==> config.mk <==
export PLATFORM = sky130hd
export DESIGN_NAME = vga_timing_gen_param
export DESIGN_NICKNAME = d
export VERILOG_FILES = /design/src/rtl/vga_timing_gen_param.sv
export SDC_FILE = /design/constraint.sdc
export NUM_CORES = 1
export LEC_CHECK = 0
export ABC_AREA = 0
export BUFFER_PORTS_ARGS = -buffer_cell sky130_fd_sc_hd__buf_2
export CAP_MARGIN = 30
export CELL_PAD_IN_SITES_DETAIL_PLACEMENT = 1
export CELL_PAD_IN_SITES_GLOBAL_PLACEMENT = 1
export CORE_MARGIN = 8
export CORE_UTILIZATION = 42
export DETAILED_ROUTE_END_ITERATION = 8
export GPL_TIMING_DRIVEN = 1
export PLACE_DENSITY_LB_ADDON = 0.3
export REMOVE_ABC_BUFFERS = 1
export SLEW_MARGIN = 20
export SYNTH_ARGS = -nofsm -noshare
export SYNTH_HDL_FRONTEND = slang
export SYNTH_SLANG_ARGS = --single-unit
==> constraint.sdc <==
create_clock -name vga_clk -period 2.6 [get_ports vga_clk]
set_input_delay 0.52 -clock vga_clk [delete_from_list [all_inputs] [get_ports vga_clk]]
set_output_delay 0.52 -clock vga_clk [all_outputs]
set_load 0.005 [all_outputs]
==> src/rtl/vga_timing_gen_param.sv <==
// Parametrised VGA/DVI raster timing generator: registered sync/DE, pixel
// coordinates, and a pixel-request stream that leads DE by PREFETCH clocks.
module vga_timing_gen_param #(
  parameter int H_ACTIVE = 1440,
  parameter int H_FP     = 80,
  parameter int H_SYNC   = 152,
  parameter int H_BP     = 232,
  parameter int V_ACTIVE = 900,
  parameter int V_FP     = 1,
  parameter int V_SYNC   = 3,
  parameter int V_BP     = 28,
  parameter bit HS_POL   = 1'b0,
  parameter bit VS_POL   = 1'b1,
  parameter int PREFETCH = 0,
  parameter int ADDR_W   = 11
) (
  input  logic              vga_clk,
  input  logic              rst_n,
  input  logic              en,
  output logic              hsync,
  output logic              vsync,
  output logic              de,
  output logic [ADDR_W-1:0] x,
  output logic [ADDR_W-1:0] y,
  output logic              req_valid,
  output logic [ADDR_W-1:0] req_x,
  output logic [ADDR_W-1:0] req_y,
  output logic              line_start,
  output logic              frame_start,
  output logic              vblank
);

  typedef logic [ADDR_W-1:0] cnt_t;
  typedef logic [ADDR_W:0]   hp_t;

  localparam int H_TOTAL = H_SYNC + H_BP + H_ACTIVE + H_FP;
  localparam int V_TOTAL = V_SYNC + V_BP + V_ACTIVE + V_FP;
  localparam int HA0     = H_SYNC + H_BP;
  localparam int VA0     = V_SYNC + V_BP;

  localparam cnt_t H_MAX  = cnt_t'(H_TOTAL - 1);
  localparam cnt_t V_MAX  = cnt_t'(V_TOTAL - 1);
  localparam cnt_t HS_END = cnt_t'(H_SYNC);
  localparam cnt_t VS_END = cnt_t'(V_SYNC);
  localparam cnt_t HA_BEG = cnt_t'(HA0);
  localparam cnt_t HA_END = cnt_t'(HA0 + H_ACTIVE);
  localparam cnt_t VA_BEG = cnt_t'(VA0);
  localparam cnt_t VA_END = cnt_t'(VA0 + V_ACTIVE);
  // The look-ahead position can run past H_TOTAL-1, so it gets one extra bit.
  localparam hp_t  HP_BEG = hp_t'(HA0);
  localparam hp_t  HP_END = hp_t'(HA0 + H_ACTIVE);
  localparam hp_t  PF     = hp_t'(PREFETCH);

  cnt_t h_q, h_d;
  cnt_t v_q, v_d;

  logic hsync_q, hsync_d;
  logic vsync_q, vsync_d;
  logic de_q, de_d;
  cnt_t x_q, x_d;
  cnt_t y_q, y_d;
  logic req_valid_q, req_valid_d;
  cnt_t req_x_q, req_x_d;
  cnt_t req_y_q, req_y_d;
  logic line_start_q, line_start_d;
  logic frame_start_q, frame_start_d;
  logic vblank_q, vblank_d;

  logic h_act, v_act, hp_act;
  hp_t  hp;

  // Dropping en parks the raster at the frame origin, so re-enabling always
  // begins a clean frame rather than finishing a partial line.
  always_comb begin
    h_d = h_q;
    v_d = v_q;
    if (!en) begin
      h_d = '0;
      v_d = '0;
    end else if (h_q == H_MAX) begin
      h_d = '0;
      v_d = (v_q == V_MAX) ? '0 : v_q + cnt_t'(1);
    end else begin
      h_d = h_q + cnt_t'(1);
    end
  end

  always_comb begin
    h_act  = (h_q >= HA_BEG) && (h_q < HA_END);
    v_act  = (v_q >= VA_BEG) && (v_q < VA_END);
    hp     = {1'b0, h_q} + PF;
    hp_act = (hp >= HP_BEG) && (hp < HP_END);

    hsync_d       = ~HS_POL;
    vsync_d       = ~VS_POL;
    de_d          = 1'b0;
    x_d           = '0;
    y_d           = '0;
    req_valid_d   = 1'b0;
    req_x_d       = '0;
    req_y_d       = '0;
    line_start_d  = 1'b0;
    frame_start_d = 1'b0;
    vblank_d      = 1'b1;

    if (en) begin
      hsync_d       = (h_q < HS_END) ? HS_POL : ~HS_POL;
      vsync_d       = (v_q < VS_END) ? VS_POL : ~VS_POL;
      de_d          = h_act && v_act;
      x_d           = de_d ? h_q - HA_BEG : '0;
      y_d           = de_d ? v_q - VA_BEG : '0;
      req_valid_d   = hp_act && v_act;
      req_x_d       = req_valid_d ? cnt_t'(hp - HP_BEG) : '0;
      req_y_d       = req_valid_d ? v_q - VA_BEG : '0;
      line_start_d  = (h_q == '0);
      frame_start_d = (h_q == '0) && (v_q == '0);
      vblank_d      = !v_act;
    end
  end

  always_ff @(posedge vga_clk or negedge rst_n) begin
    if (!rst_n) begin
      h_q           <= '0;
      v_q           <= '0;
      hsync_q       <= ~HS_POL;
      vsync_q       <= ~VS_POL;
      de_q          <= 1'b0;
      x_q           <= '0;
      y_q           <= '0;
      req_valid_q   <= 1'b0;
      req_x_q       <= '0;
      req_y_q       <= '0;
      line_start_q  <= 1'b0;
      frame_start_q <= 1'b0;
      vblank_q      <= 1'b1;
    end else begin
      h_q           <= h_d;
      v_q           <= v_d;
      hsync_q       <= hsync_d;
      vsync_q       <= vsync_d;
      de_q          <= de_d;
      x_q           <= x_d;
      y_q           <= y_d;
      req_valid_q   <= req_valid_d;
      req_x_q       <= req_x_d;
      req_y_q       <= req_y_d;
      line_start_q  <= line_start_d;
      frame_start_q <= frame_start_d;
      vblank_q      <= vblank_d;
    end
  end

  assign hsync       = hsync_q;
  assign vsync       = vsync_q;
  assign de          = de_q;
  assign x           = x_q;
  assign y           = y_q;
  assign req_valid   = req_valid_q;
  assign req_x       = req_x_q;
  assign req_y       = req_y_q;
  assign line_start  = line_start_q;
  assign frame_start = frame_start_q;
  assign vblank      = vblank_q;

endmodule
==> results.tsv, run 1 <==
stage	metric	value	unit
power_and_ir_drop	clkPwrFrac	35.7	%
power_and_ir_drop	seq_power_share	60.2	%
synth	synth_area_per_cell	9.94	sq um
route	avgViaCountPerCell	5.42	
power_and_ir_drop	leakage	1.39	nW
synth	synth_top_family_by_area	simple AND/OR/NAND/NOR gates	
route	drtIter0Drc	91	
worst_hold_path	hold_path_class	input pin to asynchronous set/reset pin	
power_and_ir_drop	internal_power	1.02	mW
floorplanning	die_area	8950	sq um
timing	tightest_slew	628	ps
route	drtAntennaViolNets	0	
power_and_ir_drop	p_per_area	460	nW/um^2
synth	synth_mux_area_share	0	%
power_and_ir_drop	power	1.32	mW
synth	synth_xor_xnor_area_share	6.75	%
clock_network	htreeDepth	2	
grt	antenna_found_initial	0	
critical_path	crit_arrival	2410	ps
run	cap_violations	0	
timing	max-slew-margin-rel	57.1	%
power_and_ir_drop	p_comb_share	4.1	%
timing	slew_viol_final	0	
cells_and_area	post-route-util	48.1	%
route	vias	1977	
clock_network	clock_latency	310	ps
timing	hold_ws	81.2	ps
floorplanning	die_x	94.6	um
synth	syn_area	2590	sq um
route	wl	6450	um
critical_path	path_class	register to register	
clock_network	tritoncts	built	
clock_network	cts_hold_repair.buffers	0	
cells_and_area	area_growth_syn_to_layout	10.4	%
critical_path	cp.required	2790	ps
cells_and_area	fillers	712	
clock_network	post_cts_buffers	0	
clock_network	cts_root_buf	clkbuf_8	
timing	fin_setup_tns	0	ps
synth	synth-edff-count	0	
critical_path	reg2regPathDepth	6	
synth	ys.flop_type	dfrtp_1	
clock_network	clock_sinks	50	
grt	grt_usage	15.1	%
floorplanning	start_util	43.6	%
synth	ys_seq_elements	50	
synth	netlist_instances	261	
timing	finalHoldViolCount	0	
critical_path	cp-start-kind	register	
critical_path	worstSetupEndpointType	register	
synth	seq_area_frac_synth	48.3	%
route	wire_per_inst	17.7	um
route	drc	0	
clock_network	cts_made_buffers	5	
timing	skew	7.71	ps
timing	finalCritPeriodShare	85.2	%
cells_and_area	num_antenna_cells	0	
power_and_ir_drop	ir_worst_vdd	0.181	mV
timing	max_freq	451	MHz
run_status	status	finished, final reports clean	
synth	synthArstFlopShare	100	%
clock_network	clockBufferDepth	2	
clock_network	ctsResizeCount	0	
timing	period_needed	2220	ps
cells_and_area	multi_input_area	1020	sq um
synth	yosysWarnings	0	
clock_network	clk_pin_slew	90	ps
grt	grt_pass1_vias	2091	
cells_and_area	drive_gt1_share	26.6	%
floorplanning	io_pins	54	
synth	synth-simple-area-share	19.6	%
grt	grt_pass1_wl	10600	um
critical_path	crit_fanout	16	
place	place.port_buffers	53	
floorplanning	die_height	94.6	um
floorplanning	rows	28	
power_and_ir_drop	swShare	22.7	%
synth	synthDistinctLibCells	46	
critical_path	r2r_slack	380	ps
place	dp_hpwl	4670	um
timing	finalSetupViolCount	0	
timing	rsz0062_at_grt	no	
route	first_pass_iters	4	
grt	grt_overflow	0	
synth	synth-compound-area-share	9.21	%
cells_and_area	seq_area	1250	sq um
synth	synth_fa_ha_area_share	3.38	%
place	place.gp.congestion	0.812	
cells_and_area	nNetsFinal	299	
grt	grt_max_degree	43	
floorplanning	core-area	5960	sq um
power_and_ir_drop	p_sw	299	uW
[power groups by stage]
stage          Clock (mW)  Combinational (mW)  Sequential (mW)
2_1_floorplan           0              0.0158            0.807
3_3_place_gp            0              0.0496            0.808
3_5_place_dp            0              0.0517            0.808
4_1_cts             0.490              0.0520            0.794
5_1_grt             0.517              0.0605            0.795
6_report            0.471              0.0536            0.793
[registers in the layout, summed over array words and instances, names as in the netlist]
name and flops:
req_y 11, h_q 11, vblank 1, vsync 1
frame_start 1, line_start 1, req_valid 1, v_q 11
req_x 11, hsync 1
[layout make-up]
type | instances | share of cell area [%]
Clock buffer | 6 | 2.88
Clock inverter | 2 | 0.437
Inverter | 16 | 2.10
Multi-Input combinational cell | 154 | 35.5
Sequential cell | 50 | 43.8
Tap cell | 75 | 3.28
Timing Repair Buffer | 62 | 12.1
[final timing paths]
check / from / endpoint
max in group asynchronous: rst_n / req_y[8]$_DFF_PN0_
setup reg to reg: v_q[0]$_DFFE_PN0P_ / req_x[8]$_DFF_PN0_
setup / recovery: v_q[0]$_DFFE_PN0P_ / req_x[8]$_DFF_PN0_
min in group vga_clk: h_q[0]$_DFF_PN0_ / h_q[0]$_DFF_PN0_
hold reg to reg: h_q[0]$_DFF_PN0_ / h_q[0]$_DFF_PN0_
hold / removal: rst_n / v_q[1]$_DFFE_PN0P_
[synthesized netlist by cell type (all sizes together), types with 2 or more instances]
| cell type | n | area (sq um) |
|---|---|---|
| nor3 | 22 | 110 |
| o41ai | 2 | 25.0 |
| and2 | 3 | 18.8 |
| nand2 | 14 | 55.1 |
| a41oi | 2 | 17.5 |
| inv | 16 | 60.1 |
| o22ai | 2 | 12.5 |
| and3 | 7 | 43.8 |
| a21oi | 2 | 10.0 |
| dfrtp | 48 | 1200 |
| nor4 | 6 | 37.5 |
| nand4 | 4 | 25.0 |
| xor2 | 6 | 52.6 |
| xnor2 | 14 | 123 |
| nor4b | 2 | 17.5 |
| nand3 | 12 | 60.1 |
| o31ai | 2 | 15.0 |
| or3 | 2 | 12.5 |
| a31oi | 7 | 43.8 |
| o211ai | 4 | 30.0 |
| buf | 33 | 240 |
| clkbuf | 8 | 31.3 |
| dfstp | 2 | 52.6 |
| o21ai | 5 | 25.0 |
| ha | 7 | 87.6 |
| or4 | 3 | 30.0 |
| nor2 | 14 | 52.6 |
[metal layers]
metal	up-vias	GRT usage, %	part of all wire, %
met5	-	0	0
met4	0	5.46	1.1
met3	5	3.10	6.4
met2	49	24.4	47
met1	981	19.5	45
li1	942	-	-
[cells by family (layout without fill, tap and decap cells)]
| group | count (synthesis) | after routing |
|---|---|---|
| AOI/OAI and AO/OA | 33 | 33 |
| DFF | 50 | 50 |
| and+or+nand+nor | 94 | 94 |
| adders and majority gates | 7 | 7 |
| xor gates and xnor gates | 20 | 20 |
| buffers and inverters | 57 | 86 |
[stage by stage]
step	cells	instance area (sq um)	worst slack, ps
finish	365	2860	384
global route	365	2860	183
CTS	364	2840	381
detailed placement	356	2750	380
global placement	356	2750	489
floorplan	220	2320	204
[cell usage in the layout (no fill, tap or decap), types with 2 or more instances in the layout]
cell       n
a21oi_1    2
xor2_1     6
dfrtp_1   48
nand2_1   13
dfstp_2    2
xnor2_1   14
clkbuf_8   6
buf_4      8
a31oi_1    7
a41oi_1    2
ha_1       7
nor3_1    22
nor4_1     6
o21ai_0    5
nand4_1    4
or4_4      2
nor4b_1    2
o31ai_1    2
inv_1     16
o22ai_1    2
and3_1     7
nor2_1    14
buf_2     53
or3_1      2
nand3_1   12
and2_1     3
o211ai_1   4
[critical path, stage by stage (launching register included)]
cell and delay [ps]:
dfrtp_1 460, ha_1 290, a41oi_1 350, nand2_1 160
o221ai_2 460, buf_4 300, nor3_1 80
Power figures use the tool's default switching activity.
==> run 2, diff against run 1 <==
- CORE_MARGIN: 8 -> unset
==> results.tsv, run 2 (synthesis gave the netlist of run 1 again) <==
stage	metric	value	unit	change
floorplanning	io_pins	54		unchanged
cells_and_area	nNetsFinal	297		-0.67%
route	drtAntennaViolNets	0		unchanged
floorplanning	die_height	80.6	um	-15%
timing	skew	11.6	ps	+3.86 ps
floorplanning	rows	28		unchanged
route	first_pass_iters	4		unchanged
cells_and_area	seq_area	1250	sq um	unchanged
cells_and_area	post-route-util	47.5	%	-0.55 points
timing	rsz0062_at_grt	no		
power_and_ir_drop	p_comb_share	3.8	%	-0.3 points
floorplanning	die_area	6500	sq um	-27%
route	drtIter0Drc	86		-5.5%
run	cap_violations	0		unchanged
place	place.gp.congestion	0.826		+1.7%
timing	tightest_slew	599	ps	-28.5 ps
timing	period_needed	2210	ps	-1.91 ps
clock_network	clock_sinks	50		unchanged
place	dp_hpwl	4120	um	-12%
power_and_ir_drop	seq_power_share	61.0	%	+0.8 points
critical_path	cp-startpoint	v_q[0]$_DFFE_PN0P_		
clock_network	tritoncts	built		
cells_and_area	area_growth_syn_to_layout	9.11	%	
cells_and_area	most-common-layout-cells	53 x buf_2, 48 x dfrtp_1, 22 x nor3_1		
critical_path	cp-start-kind	register		
timing	finalHoldViolCount	0		unchanged
timing	max-slew-margin-rel	59.0	%	+2.0 points
worst_hold_path	hold_path_class	input pin to asynchronous set/reset pin		
clock_network	post_cts_buffers	0		unchanged
timing	finalCritPeriodShare	85.1	%	about the same
floorplanning	die_x	80.6	um	-15%
clock_network	cts_made_buffers	5		unchanged
power_and_ir_drop	power	1.30	mW	-1.4%
power_and_ir_drop	p_per_area	459	nW/um^2	-0.25%
cells_and_area	layout_commonest_cell	buf_2		
critical_path	cp.required	2780	ps	about the same
cells_and_area	fillers	706		-0.84%
route	vias	1995		+0.91%
power_and_ir_drop	leakage	1.37	nW	-1.2%
timing	slew_viol_final	0		unchanged
route	wire_per_inst	16.1	um	-9.0%
critical_path	r2r_slack	390	ps	about the same
critical_path	worstSetupEndpointType	register		
clock_network	clock_latency	310	ps	about the same
critical_path	crit_fanout	18		+2
cells_and_area	fin_cells	363		-0.55%
timing	hold_ws	170	ps	+88.8 ps
cells_and_area	multi_input_area	1020	sq um	unchanged
clock_network	ctsResizeCount	0		unchanged
route	avgViaCountPerCell	5.50		+1.5%
floorplanning	start_util	43.6	%	unchanged
timing	fin_setup_tns	0	ps	unchanged
grt	grt_overflow	0		unchanged
timing	max_freq	452	MHz	about the same
clock_network	cts_hold_repair.buffers	0		unchanged
clock_network	htreeDepth	2		unchanged
clock_network	clk_pin_slew	100	ps	about the same
power_and_ir_drop	p_sw	308	uW	+3.1%
power_and_ir_drop	internal_power	991	uW	-2.7%
cells_and_area	drive_gt1_share	26.0	%	-0.51 points
grt	grt_pass1_wl	9560	um	-10%
critical_path	r2r_start	v_q[0]$_DFFE_PN0P_		
route	wl	5840	um	-9.5%
place	place.port_buffers	53		unchanged
floorplanning	core-area	5960	sq um	unchanged
timing	finalSetupViolCount	0		unchanged
power_and_ir_drop	swShare	23.7	%	+1.0 points
grt	grt_max_degree	25		-42%
critical_path	crit_arrival	2390	ps	-20 ps
grt	grt_usage	19.6	%	+4.5 points
route	drc	0		unchanged
cells_and_area	num_antenna_cells	0		unchanged
grt	antenna_found_initial	0		unchanged
clock_network	clockBufferDepth	2		unchanged
place	dpl.cell_count	355		-0.28%
power_and_ir_drop	clkPwrFrac	35.2	%	-0.5 points
power_and_ir_drop	ir_worst_vdd	0.239	mV	+32%
run_status	status	finished, final reports clean		
grt	grt_pass1_vias	1881		-10%
clock_network	cts_root_buf	clkbuf_8		
critical_path	path_class	register to register		
==> run 2: changes by cell type in the layout (fill, tap and decap cells not counted), sizes merged <==
| cell | change |
|---|---|
| clkinv | +1 |
| buf | -2 |
| clkbuf | -1 |
==> run 2: path summary, 6_finish.rpt <==
kind | to | cells past startpoint
max | req_y[10]$_DFF_PN0_ | 6
min | req_y[1]$_DFF_PN0_ | 1
max reg2reg | req_y[10]$_DFF_PN0_ | 6
min reg2reg | h_q[0]$_DFF_PN0_ | 1
max in group asynchronous | hsync$_DFF_PN1_ | 2
min in group vga_clk | h_q[0]$_DFF_PN0_ | 1
==> run 2: cell type report <==
type | instances | share of cell area (%)
well taps | 75 | 3.31
repair buffers | 60 | 11.2
clock buffers | 5 | 2.43
inverters | 16 | 2.12
multi-input cells | 154 | 35.9
flip-flops and latches | 50 | 44.3
clock inverters | 3 | 0.751
==> run 2: routing by layer <==
layer  track usage [%]  part of all wire [%]
met1              27.8                    49
met2              30.9                    46
met3              3.18                   4.1
met4              4.82                  0.94
met5                 0                     0
==> run 2: worst max-delay path: stages (launching register included) <==
cell and delay (ps):
dfrtp_1 450, ha_1 280, a41oi_1 400, nand2_1 160, o221ai_2 380, buf_4 310, nor3_1 100
==> run 2: stage by stage <==
stage          setup slack [ps]  area [sq um]
2_1_floorplan               204          2320
4_1_cts                     380          2830
5_1_grt                     209          2830
6_report                    386          2830
3_5_place_dp                438          2740
3_3_place_gp                539          2740
==> run 2: power groups by stage <==
| stage | clock network [mW] | logic, mW | registers, mW |
|---|---|---|---|
| final | 0.457 | 0.0493 | 0.793 |
| after global routing | 0.501 | 0.0561 | 0.795 |
| after CTS | 0.473 | 0.0513 | 0.794 |
| after detailed placement | 0 | 0.0507 | 0.809 |
| after global placement | 0 | 0.0490 | 0.808 |
| after floorplan | 0 | 0.0158 | 0.807 |
==> run 3, diff against run 2 <==
- RECOVER_POWER: unset -> 25
==> results.tsv, run 3 (synthesis gave the netlist of run 1 again) <==
stage	metric	value	unit	change
clock_network	ctsResizeCount	0		unchanged
power_and_ir_drop	power	1.30	mW	-0.10%
power_and_ir_drop	seq_power_share	61.1	%	about the same
place	dp_hpwl	4120	um	unchanged
route	avgViaCountPerCell	5.52		+0.35%
route	vias	2002		+0.35%
power_and_ir_drop	internal_power	990	uW	-0.15%
floorplanning	start_util	43.6	%	unchanged
critical_path	crit_fanout	18		unchanged
clock_network	cts_hold_repair.buffers	0		unchanged
critical_path	path_class	register to register		
power_and_ir_drop	p_comb_share	3.7	%	about the same
place	dp_slack	438	ps	unchanged
timing	tightest_slew	1190	ps	+593 ps
timing	hold_ws	434	ps	+264 ps
timing	finalSetupViolCount	0		unchanged
cells_and_area	layout_commonest_cell	buf_2		
grt	grt_usage	19.6	%	unchanged
route	met2_wirelength	2710	um	+0.63%
power_and_ir_drop	ir_worst_vdd	0.238	mV	-0.17%
timing	rsz0062_at_grt	no		
critical_path	r2r_start	v_q[0]$_DFFE_PN0P_		
grt	antenna_found_initial	0		unchanged
floorplanning	die_height	80.6	um	unchanged
grt	grt_pass1_vias	1881		unchanged
timing	max-slew-margin-rel	20.5	%	-39 points
critical_path	critical_path.slowest_cell	dfrtp_1		
grt	grt_max_degree	25		unchanged
clock_network	clock_latency	310	ps	about the same
power_and_ir_drop	p_per_area	460	nW/um^2	+0.21%
timing	fin_setup_tns	0	ps	unchanged
timing	finalHoldViolCount	0		unchanged
critical_path	worstSetupEndpointType	register		
cells_and_area	nNetsFinal	297		unchanged
place	place_area	2740	sq um	unchanged
power_and_ir_drop	swShare	23.8	%	+0.038 points
run	cap_violations	0		unchanged
critical_path	worstPathCellList	ha_1, a41oi_1, nand2_1, o221ai_2, buf_4, nor3_1		
timing	skew	11.5	ps	-0.0224 ps
cells_and_area	fin_area	2820	sq um	-0.31%
critical_path	cp-start-kind	register		
grt	grt_overflow	0		unchanged
critical_path	cp.required	2780	ps	about the same
timing	finalCritPeriodShare	85.1	%	about the same
grt	grt_pass1_wl	9560	um	unchanged
route	drtIter0Drc	86		unchanged
timing	slew_viol_final	0		unchanged
place	place.port_buffers	53		unchanged
route	wl_met1	2850	um	-0.11%
power_and_ir_drop	p_sw	309	uW	about the same
run_status	status	finished, final reports clean		
place	place.gp.congestion	0.826		unchanged
clock_network	clock_sinks	50		unchanged
cells_and_area	area_growth_syn_to_layout	8.78	%	
critical_path	cp-startpoint	v_q[0]$_DFFE_PN0P_		
cells_and_area	most-common-layout-cells	52 x buf_2, 48 x dfrtp_1, 22 x nor3_1		
power_and_ir_drop	leakage	1.36	nW	-0.73%
route	first_pass_iters	4		unchanged
floorplanning	io_pins	54		unchanged
worst_hold_path	hold_path_class	input pin to asynchronous set/reset pin		
critical_path	crit_arrival	2390	ps	about the same
critical_path	crit_path_max_incr_delay	450	ps	about the same
cells_and_area	drive_gt1_share	25.0	%	-1.0 points
route	top_layer	met4		
clock_network	clockBufferDepth	2		unchanged
timing	period_needed	2210	ps	-0.411 ps
route	drtAntennaViolNets	0		unchanged
route	wire_per_inst	16.1	um	+0.12%
floorplanning	die_x	80.6	um	unchanged
route	drc	0		unchanged
clock_network	cts_made_buffers	5		unchanged
floorplanning	die_area	6500	sq um	unchanged
route	wl	5840	um	+0.12%
timing	max_freq	452	MHz	about the same
floorplanning	core-area	5960	sq um	unchanged
timing	setup_ws	387	ps	+0.411 ps
clock_network	post_cts_buffers	0		unchanged
power_and_ir_drop	clkPwrFrac	35.2	%	about the same
clock_network	tritoncts	built		
floorplanning	rows	28		unchanged
cells_and_area	num_antenna_cells	0		unchanged
clock_network	htreeDepth	2		unchanged
route	wl_met3	232	um	-3.3%
clock_network	cts_root_buf	clkbuf_8		
clock_network	clk_pin_slew	100	ps	about the same
==> run 3: area by class of cell <==
class	instances	area, sq um
Timing Repair Buffer	60	309
Inverter	16	60.1
Tap cell	75	93.8
Fill cell	710	3130
Sequential cell	50	1250
Clock inverter	3	21.3
Clock buffer	5	68.8
Multi-Input combinational cell	154	1020
==> run 3: worst paths after layout <==
kind | to | cells after the start | slack (ps)
hold / removal | req_y[1]$_DFF_PN0_ | 1 | 430
setup / recovery | req_y[10]$_DFF_PN0_ | 6 | 390
max in group asynchronous | h_q[10]$_DFF_PN0_ | 2 | 840
setup reg to reg | req_y[10]$_DFF_PN0_ | 6 | 390
min in group vga_clk | h_q[0]$_DFF_PN0_ | 1 | 530
hold reg to reg | h_q[0]$_DFF_PN0_ | 1 | 530
==> run 3: critical path: cells and delay by family (launching register included) <==
kind	cells	cell delay [ps]
compound gates	2	780
flops	1	450
buf+inv	1	310
fa+ha+maj	1	280
simple gates	2	260
==> run 3: per-stage QoR <==
step | util [%] | instances
after global routing | 47.4 | 363
after detailed placement | 46.0 | 355
after CTS | 47.5 | 363
after global placement | 46.0 | 355
after floorplan | - | 220
final | 47.4 | 363
==> run 3: metal layers <==
| metal | global-route usage, % | vias to the layer above |
|---|---|---|
| li1 | - | 937 |
| met1 | 27.8 | 997 |
| met2 | 30.9 | 63 |
| met3 | 3.18 | 5 |
| met4 | 4.82 | 0 |
| met5 | 0 | - |
==> run 3: power groups by stage <==
stage	registers (mW)	logic (mW)	clock network [mW]
2_1_floorplan	0.807	0.0158	0
3_3_place_gp	0.808	0.0490	0
3_5_place_dp	0.809	0.0507	0
4_1_cts	0.794	0.0513	0.473
5_1_grt	0.795	0.0546	0.501
6_report	0.793	0.0477	0.457
